$ cat src/rtl/pdm_dac_pkg.sv
// Shared types and helpers for the multi-channel PDM/PWM level DAC.
package pdm_dac_pkg;

  localparam int WIDTH_DEF = 5;

  // Modulator mode, captured once per frame.
  typedef enum logic {
    MODE_PDM = 1'b0,
    MODE_PWM = 1'b1
  } mode_e;

  typedef logic [WIDTH_DEF-1:0] level_t;

  // Width of a channel select; a single channel still gets one select bit.
  function automatic int ch_bits(int channels);
    return (channels > 1) ? $clog2(channels) : 1;
  endfunction

endpackage

$ cat src/rtl/pdm_pwm_multi_dac_if.sv
// Narrow channel-addressed level write port.
interface pdm_pwm_multi_dac_if #(
  parameter int WIDTH   = 5,
  parameter int CH_BITS = 2
);

  logic               wr_en;
  logic [CH_BITS-1:0] wr_ch;
  logic [WIDTH-1:0]   wr_data;

  modport master (output wr_en, wr_ch, wr_data);
  modport slave  (input  wr_en, wr_ch, wr_data);

endinterface

$ cat src/rtl/pdm_pwm_channel.sv
// One output channel: active level, first-order PDM accumulator, PWM compare
// and the registered output bit.
module pdm_pwm_channel
  import pdm_dac_pkg::*;
#(
  parameter int WIDTH = 5
) (
  input  logic             clk,
  input  logic             reset_n,
  input  mode_e            mode,
  input  logic             acc_clr,
  input  logic [WIDTH-1:0] frame_cnt,
  input  logic             load,
  input  logic [WIDTH-1:0] load_level,
  output logic             dac
);

  logic [WIDTH-1:0] active;
  logic [WIDTH-1:0] acc;
  logic [WIDTH-1:0] acc_next;
  logic             carry;

  // Accumulator step; the carry out is the PDM output bit.
  always_comb begin
    {carry, acc_next} = {1'b0, acc} + {1'b0, active};
  end

  // Active level register, replaced only when the top hands over a new level.
  // NOTE: state is written with <= so every flop samples pre-edge values;
  // a blocking = here would let later logic in the same edge see new values.
  always_ff @(posedge clk or negedge reset_n) begin
    if (!reset_n) begin
      active <= '0;
    end else if (load) begin
      active <= load_level;
    end
  end

  // Accumulator runs freely in PDM, holds in PWM, clears on a mode change.
  always_ff @(posedge clk or negedge reset_n) begin
    if (!reset_n) begin
      acc <= '0;
    end else if (acc_clr) begin
      acc <= '0;
    end else if (mode == MODE_PDM) begin
      acc <= acc_next;
    end
  end

  // Registered output: carry in PDM, counter compare in PWM.
  always_ff @(posedge clk or negedge reset_n) begin
    if (!reset_n) begin
      dac <= 1'b0;
    end else if (mode == MODE_PWM) begin
      dac <= (frame_cnt < active);
    end else begin
      dac <= carry;
    end
  end

endmodule

$ cat src/rtl/pdm_pwm_multi_dac.sv
// Multi-channel PDM/PWM level DAC: frame counter, write decode, shadow and
// pending registers, per-frame mode capture and the channel array.
module pdm_pwm_multi_dac
  import pdm_dac_pkg::*;
#(
  parameter int WIDTH       = WIDTH_DEF,
  parameter int CHANNELS    = 4,
  parameter int CH_BITS     = ch_bits(CHANNELS),
  parameter bit SYNC_UPDATE = 1'b1
) (
  input  logic                 clk,
  input  logic                 reset_n,
  pdm_pwm_multi_dac_if.slave   wr,
  input  logic                 mode_pwm,
  output logic [CHANNELS-1:0]  dac_out,
  output logic                 frame_sync,
  output logic [CHANNELS-1:0]  pending
);

  localparam int              CH_N     = CHANNELS;
  localparam logic [CH_BITS:0] CH_LIMIT = CH_N[CH_BITS:0];

  logic [WIDTH-1:0]    frame_cnt;
  logic                boundary;
  mode_e               mode_q;
  logic                mode_clr;
  logic                wr_ok;
  logic [CHANNELS-1:0] wr_hit;
  logic [CHANNELS-1:0] pending_q;
  logic [WIDTH-1:0]    shadow [CHANNELS];
  logic [CHANNELS-1:0] load;
  logic [WIDTH-1:0]    load_level [CHANNELS];

  assign boundary = (frame_cnt == '1);
  assign mode_clr = boundary && (mode_e'(mode_pwm) != mode_q);
  assign wr_ok    = wr.wr_en && ({1'b0, wr.wr_ch} < CH_LIMIT);
  assign pending  = pending_q;

  // Gated by reset_n so the pulse stays low while reset is held even though
  // the counter already sits at zero.
  assign frame_sync = reset_n && (frame_cnt == '0);

  // Free-running frame counter and mode capture at the frame boundary.
  always_ff @(posedge clk or negedge reset_n) begin
    if (!reset_n) begin
      frame_cnt <= '0;
      mode_q    <= MODE_PDM;
    end else begin
      frame_cnt <= frame_cnt + 1'b1;
      if (boundary) begin
        mode_q <= mode_e'(mode_pwm);
      end
    end
  end

  // Write address decode; out-of-range channels select nothing.
  always_comb begin
    wr_hit = '0;
    for (int i = 0; i < CHANNELS; i++) begin
      wr_hit[i] = wr_ok && (wr.wr_ch == CH_BITS'(i));
    end
  end

  // Shadow capture and pending flags for deferred application.
  // NOTE: the shadow array is small and reset explicitly so no stale level
  // can survive a reset; larger storage would normally be left unreset.
  always_ff @(posedge clk or negedge reset_n) begin
    if (!reset_n) begin
      pending_q <= '0;
      for (int i = 0; i < CHANNELS; i++) begin
        shadow[i] <= '0;
      end
    end else if (SYNC_UPDATE) begin
      for (int i = 0; i < CHANNELS; i++) begin
        if (boundary) begin
          pending_q[i] <= 1'b0;
        end else if (wr_hit[i]) begin
          shadow[i]    <= wr.wr_data;
          pending_q[i] <= 1'b1;
        end
      end
    end
  end

  // Choose when and what each channel loads into its active level.
  // NOTE: every output gets a default first so no path leaves it unassigned,
  // which would otherwise infer a latch.
  always_comb begin
    load = '0;
    for (int i = 0; i < CHANNELS; i++) begin
      load_level[i] = wr.wr_data;
    end
    for (int i = 0; i < CHANNELS; i++) begin
      if (SYNC_UPDATE) begin
        // A write landing on the boundary bypasses the shadow.
        load[i] = boundary && (wr_hit[i] || pending_q[i]);
        if (!wr_hit[i]) begin
          load_level[i] = shadow[i];
        end
      end else begin
        load[i] = wr_hit[i];
      end
    end
  end

  for (genvar g = 0; g < CHANNELS; g++) begin : g_ch
    pdm_pwm_channel #(
      .WIDTH(WIDTH)
    ) u_ch (
      .clk        (clk),
      .reset_n    (reset_n),
      .mode       (mode_q),
      .acc_clr    (mode_clr),
      .frame_cnt  (frame_cnt),
      .load       (load[g]),
      .load_level (load_level[g]),
      .dac        (dac_out[g])
    );
  end

endmodule

$ cat src/flat_wrapper.sv
// flat-port wrapper written by rule: the top's interface ports become plain ports
module pdm_pwm_multi_dac_flat import pdm_dac_pkg::*;
#(
  parameter int WIDTH       = WIDTH_DEF,
  parameter int CHANNELS    = 4,
  parameter int CH_BITS     = ch_bits(CHANNELS),
  parameter bit SYNC_UPDATE = 1'b1
)
  (clk, reset_n, mode_pwm, dac_out, frame_sync, pending, wr_wr_en, wr_wr_ch, wr_wr_data);
  pdm_pwm_multi_dac_if #(.WIDTH(WIDTH), .CH_BITS(CH_BITS)) wr_i ();
  input  logic clk;
  input  logic reset_n;
  input  logic mode_pwm;
  output logic [CHANNELS-1:0] dac_out;
  output logic frame_sync;
  output logic [CHANNELS-1:0] pending;
  input wire logic [$bits(wr_i.wr_en)-1:0] wr_wr_en;
  input wire logic [$bits(wr_i.wr_ch)-1:0] wr_wr_ch;
  input wire logic [$bits(wr_i.wr_data)-1:0] wr_wr_data;
  assign wr_i.wr_en = wr_wr_en;
  assign wr_i.wr_ch = wr_wr_ch;
  assign wr_i.wr_data = wr_wr_data;
  pdm_pwm_multi_dac #(.WIDTH(WIDTH), .CHANNELS(CHANNELS), .CH_BITS(CH_BITS), .SYNC_UPDATE(SYNC_UPDATE)) u_core (.clk(clk), .reset_n(reset_n), .wr(wr_i), .mode_pwm(mode_pwm), .dac_out(dac_out), .frame_sync(frame_sync), .pending(pending));
endmodule
$ cat config.mk
export PLATFORM = sky130hd
export DESIGN_NAME = pdm_pwm_multi_dac_flat
export DESIGN_NICKNAME = d
export VERILOG_FILES = /design/src/rtl/pdm_dac_pkg.sv /design/src/rtl/pdm_pwm_multi_dac_if.sv /design/src/rtl/pdm_pwm_channel.sv /design/src/rtl/pdm_pwm_multi_dac.sv /design/src/flat_wrapper.sv
export SDC_FILE = /design/constraint.sdc
export NUM_CORES = 1
export LEC_CHECK = 0
export CORE_MARGIN = 1.5
export CORE_UTILIZATION = 41
export DETAILED_ROUTE_END_ITERATION = 16
export GPL_ROUTABILITY_DRIVEN = 0
export PLACE_DENSITY = 0.58
export SLEW_MARGIN = 15
export SYNTH_ARGS = -nofsm -noshare
export SYNTH_HDL_FRONTEND = slang
export SYNTH_SLANG_ARGS = --single-unit
$ cat constraint.sdc
create_clock -name clk -period 2.2 [get_ports clk]
set_clock_uncertainty 0.1 [all_clocks]
set_input_delay 0.33 -clock clk [delete_from_list [all_inputs] [get_ports clk]]
set_output_delay 0.33 -clock clk [all_outputs]
set_load 0.1 [all_outputs]
==> After elaboration in Yosys (flattened, before gate mapping) <==
Index checks and enable logic that the tools add are counted.
{ "op_classes": {"add_sub_neg": 5, "order_cmp": 4, "eq_ne": 6, "n_mux": 24, "reduce_logical": 20} }
{ "ops": {"columns": ["operator", "n"], "rows": [
  ["5-bit 2-to-1 mux", 12],
  ["5-bit by 5-bit adder with 6-bit output", 4],
  ["5-bit less-than comparator", 4],
  ["1-bit 2-to-1 mux", 12],
  ["1-bit logical AND", 10],
  ["2-bit nonzero test", 4],
  ["5-bit by 1-bit adder with 5-bit output, second input constant", 1],
  ["5-bit == test, second input constant", 1],
  ["5-bit logical NOT", 1],
  ["2-bit == test, second input constant", 2],
  ["1-bit logical OR", 4],
  ["2-bit by 1-bit == test with 1-bit output, second input constant", 1],
  ["2-bit logical NOT", 1],
  ["2-bit != test, second input constant", 1],
  ["1-bit != test", 1]
]} }
{ "totals": {"regBits": 74, "inputBits": 11} }

==> Longest topological paths before layout <==
{ "depth": {"depth_word": 4, "ltp_mapped": 8, "ltp_nobuf": 7} }

==> By module <==
Synthesis repeated with hierarchy kept, for this count alone.
{ "hier_totals": {"cells_unflattened": 424, "area_unflattened_um2": 4379.2} }
{ "by_module_without_submodules": {"columns": ["mod", "instances", "cells_each", "area_each_um2"], "rows": [
  ["pdm_pwm_channel", 4, 72, 699.4],
  ["pdm_pwm_multi_dac", 1, 136, 1581.5]
]} }

==> Worst setup path after synthesis <==
No wires, ideal clock.
{ "synth_path": {"path_type": "register to register", "startpoint": "register u_core.frame_cnt[1]", "endpoint": "register u_core.shadow[15] (netlist bit)", "setup_time_ps": 125, "t_arrival_ps": 1845, "required_time_ps": 1975, "path_slack_ps": 130, "path_stages_with_launch": 7, "period_less_slack_ps": 2070, "path_cell_list": "dfrtp_1 -> ha_1 -> and3_1 -> ha_1 -> clkbuf_2 -> nor4b_4 -> mux2_2"} }
{ "synth_between": {"elab_chain_cells": 1} }
{ "synth_lines": {"columns": ["item", "line", "rtl"], "rows": [
  ["from (decl)", "pdm_pwm_multi_dac.sv:23", "logic [WIDTH-1:0] frame_cnt;"],
  ["from (signal assigned)", "pdm_pwm_multi_dac.sv:49", "frame_cnt <= frame_cnt + 1'b1;"],
  ["5-bit == test", "pdm_pwm_multi_dac.sv:34", "assign boundary = (frame_cnt == '1);"],
  ["to (signal, indexed assignment)", "pdm_pwm_multi_dac.sv:78", "shadow[i] <= wr.wr_data;"],
  ["to (decl)", "pdm_pwm_multi_dac.sv:30", "logic [WIDTH-1:0] shadow [CHANNELS];"]
]} }
Every way passes these cells.
A chain may end at the register's enable or synchronous reset.

==> Worst setup path in the final report <==
{ "layout_path": {"startpoint": "register u_core.frame_cnt[0]", "endpoint": "register u_core.shadow[14] (netlist bit)"} }
Same word-level chain as after synthesis.

==> results.ini <==
[drt]
drt-wirelength-per-cell_um=15.3
ant_nets=0
num_vias=2877
vias_per_cell=5.22
routed_wl_mm=8.45
drtPass1Iterations=4
drtIter0Drc=124
drc=0

[yosys]
synth_area_leaders=dfrtp_1 46%, ha_1 12%, mux2_2 5.8%
synth_top_flop_cell=dfrtp_1
synthCells=385
synth_cell_type_count=42
synthArstFlopShare=1.00
synth_top_cell_area_share=0.456
yosys_register_bits=74
avgSynthCellArea_sq_um=10.6
synth_edf_count=0
synth_area_sq_um=4070
ys_seq_area_frac=0.456
synth_warnings=0
yosys.area.top_type=dfrtp_1
syn-num-nets=439

[critical_path]
start_kind=flop
arrival_ps=2200
r2r_start=u_core.frame_cnt[0]
critPathMaxFanout=7
rr_endpoint=u_core.shadow[14]
critPathRequiredTime_ps=2340
path_common_cell=ha_1
ff2ff_path_depth=5
critPathMaxStageDelay_ps=430
path_cells=ha_1 -> and3_1 -> ha_1 -> and4bb_2 -> mux2_2
reg2reg_setup_slack_ps=140
slowest_stage=and4bb_2
path_class=reg -> reg
end_kind=flop

[grt]
antenna_found_initial=0
grt_pass1_vias=2824
grt_remaining_overflow=0
grt_max_degree=75
grt_pass1_wl_mm=14.5
grtUsageTotal=0.181

[clock_tree]
cts_tree=done
root_buffer=clkbuf_8
clkTransAtPathRegs_ps=90
insertion_delay_ps=350
postCtsSetupRepairBufs=0
clock_sinks=74
h-tree-depth=3
numCtsBuffers=9
clock_path_buffers=2

[run]
maxCapViolations=0

[die]
die_y_um=103
num_io_pins=20
coreArea_sq_um=9680
dieArea_sq_um=10500
start_util=0.420
num_rows=36
die_x_um=103

[timing]
finalCriticalPeriod_ps=2060
rsz0062_at_grt=false
final.setup.tns_ps=0
setup_viol=0
period_share=0.938
slew_viol_final=0
max_slew_margin=0.394
tightest_slew_ps=910
max_freq_ghz=0.485
final_hold_viol_count=0

[power]
leakage_nw=2.13
peakVddDrop_uv=450
power.density_nw_per_um2=1080
finalPower_mw=5.02

[hold_path]
hold_path.class=in -> async

[layout]
diodes=0
drive_above_1_share=0.160
syn2layout_area_growth_pct=13.8
nNetsFinal=467
n_fill_cell=912

[placement]
dp_hpwl_mm=6.16
portBuffers=19

[outcome]
status=finished clean

[power by group]
part / switching (mW) / internal, mW / total, mW
Combinational: 1.10 / 0.824 / 1.92
Clock: 0.560 / 0.537 / 1.10
Sequential: 0.266 / 1.73 / 2.00
Total: 1.93 / 3.09 / 5.02
[synth_stat cells (2+ instances only)]
library cell / instances
a21oi_1: 39
mux2_2: 21
and4bb_2: 2
ha_1: 39
nor3_1: 4
o22ai_1: 20
nand3_1: 5
o21a_1: 2
nand2b_1: 8
nor2b_1: 4
buf_6: 2
buf_2: 2
buf_4: 6
xnor2_1: 5
o21ai_0: 12
xor2_1: 5
nand3b_1: 2
a22o_1: 8
a21boi_0: 2
clkbuf_1: 5
nor2_1: 37
a32o_1: 4
nor4_1: 4
inv_1: 33
fa_1: 4
nand2_1: 15
a2111oi_0: 4
o2111ai_1: 4
dfrtp_1: 74
[worst max-delay path: cells and delay by family (launching register included)]
family | cells | cell delay (ps)
AND/OR/NAND/NOR | 2 | 580
adder cells (fa/ha/maj) | 2 | 520
flip-flops | 1 | 390
multiplexers | 1 | 350
[layout by cell type, fill, tap and decap left out, drive strengths merged]
cell type | Yosys | final
clkinv | 0 | 2
fa | 4 | 4
and3 | 1 | 1
a21o | 1 | 1
a32o | 4 | 4
inv | 33 | 35
dfrtp | 74 | 74
xor2 | 5 | 5
nor3b | 1 | 1
and4b | 1 | 1
nor4 | 4 | 4
xnor2 | 5 | 5
and4bb | 2 | 2
a21boi | 3 | 3
nand3 | 6 | 6
a2111oi | 4 | 4
nand4b | 1 | 1
o21a | 2 | 2
nor2b | 4 | 4
o2111ai | 4 | 4
mux2 | 21 | 21
nand2b | 8 | 8
clkdlybuf4s50 | 0 | 9
nor4b | 1 | 1
clkbuf | 6 | 10
clkinvlp | 0 | 1
o22ai | 20 | 20
ha | 39 | 39
and3b | 1 | 1
bufinv | 0 | 1
a21oi | 39 | 39
or3b | 1 | 1
nor2 | 37 | 37
nand3b | 2 | 2
buf | 11 | 25
o21ai | 12 | 12
nor3 | 4 | 4
a22o | 8 | 8
nand2 | 16 | 16
[layout make-up]
class | count | area, sq um | area share
flip-flops and latches | 74 | 1850 | 0.400
multi-input cells | 261 | 1980 | 0.429
inverters | 33 | 124 | 0.0268
repair buffers | 34 | 298 | 0.0644
well taps | 133 | 166 | 0.0360
clock buffers | 10 | 128 | 0.0276
clock inverters | 6 | 72.6 | 0.0157
[repair_timing]
item,CTS,global route
hold buffers,0,0
endpoints found under the setup margin,0,24
resized for setup,0,2
[per-stage QoR]
stage | cell area, sq um | std cells | hold slack (ps) | util | setup slack, ps
after floorplan | 4070 | 385 | -65.6 | - | 130
after global placement | 4420 | 535 | 375 | 0.456 | 137
after detailed placement | 4420 | 535 | 382 | 0.456 | 82.3
after CTS | 4620 | 551 | 166 | 0.477 | 70.0
after global routing | 4620 | 551 | 214 | 0.478 | 12.9
final | 4620 | 551 | 107 | 0.478 | 137
[metal layers]
metal	share of wire	track usage
met1	0.51	0.263
met2	0.44	0.272
met3	0.031	0.0353
met4	0.016	0.0632
met5	0	0
[sequential cells by signal, indices dropped and copies added (netlist names)]
register                 flops
u_core.pending               4
u_core.frame_cnt             5
u_core.g_ch.u_ch.dac         4
u_core.g_ch.u_ch.acc        20
u_core.mode_q                1
u_core.shadow               20
u_core.g_ch.u_ch.active     20
[logic make-up (layout without fill, tap and decap cells)]
kind of cell,Yosys count,count (layout),synth area share
AOI/OAI and AO/OA,97,97,0.150
and+or+nand+nor,90,90,0.119
DFF,74,74,0.456
buffers and inverters,50,83,0.0563
adders and majority gates,43,43,0.140
muxes,21,21,0.0582
xor gates and xnor gates,10,10,0.0215
[worst max path at each step]
stage / startpoint / end / slack (ps) / cells after the start
4_1_cts: u_core.frame_cnt[0] / u_core.shadow[17] / 70 / 5
2_1_floorplan: u_core.frame_cnt[1] / u_core.shadow[15] / 130 / 6
6_report: u_core.frame_cnt[0] / u_core.shadow[14] / 140 / 5
5_1_grt: u_core.frame_cnt[0] / u_core.g_ch[3].u_ch.acc[1] / 10 / 8
3_3_place_gp: u_core.frame_cnt[0] / u_core.shadow[16] / 140 / 5
3_5_place_dp: u_core.frame_cnt[0] / u_core.shadow[17] / 80 / 5
Power figures use the tool's default switching activity.
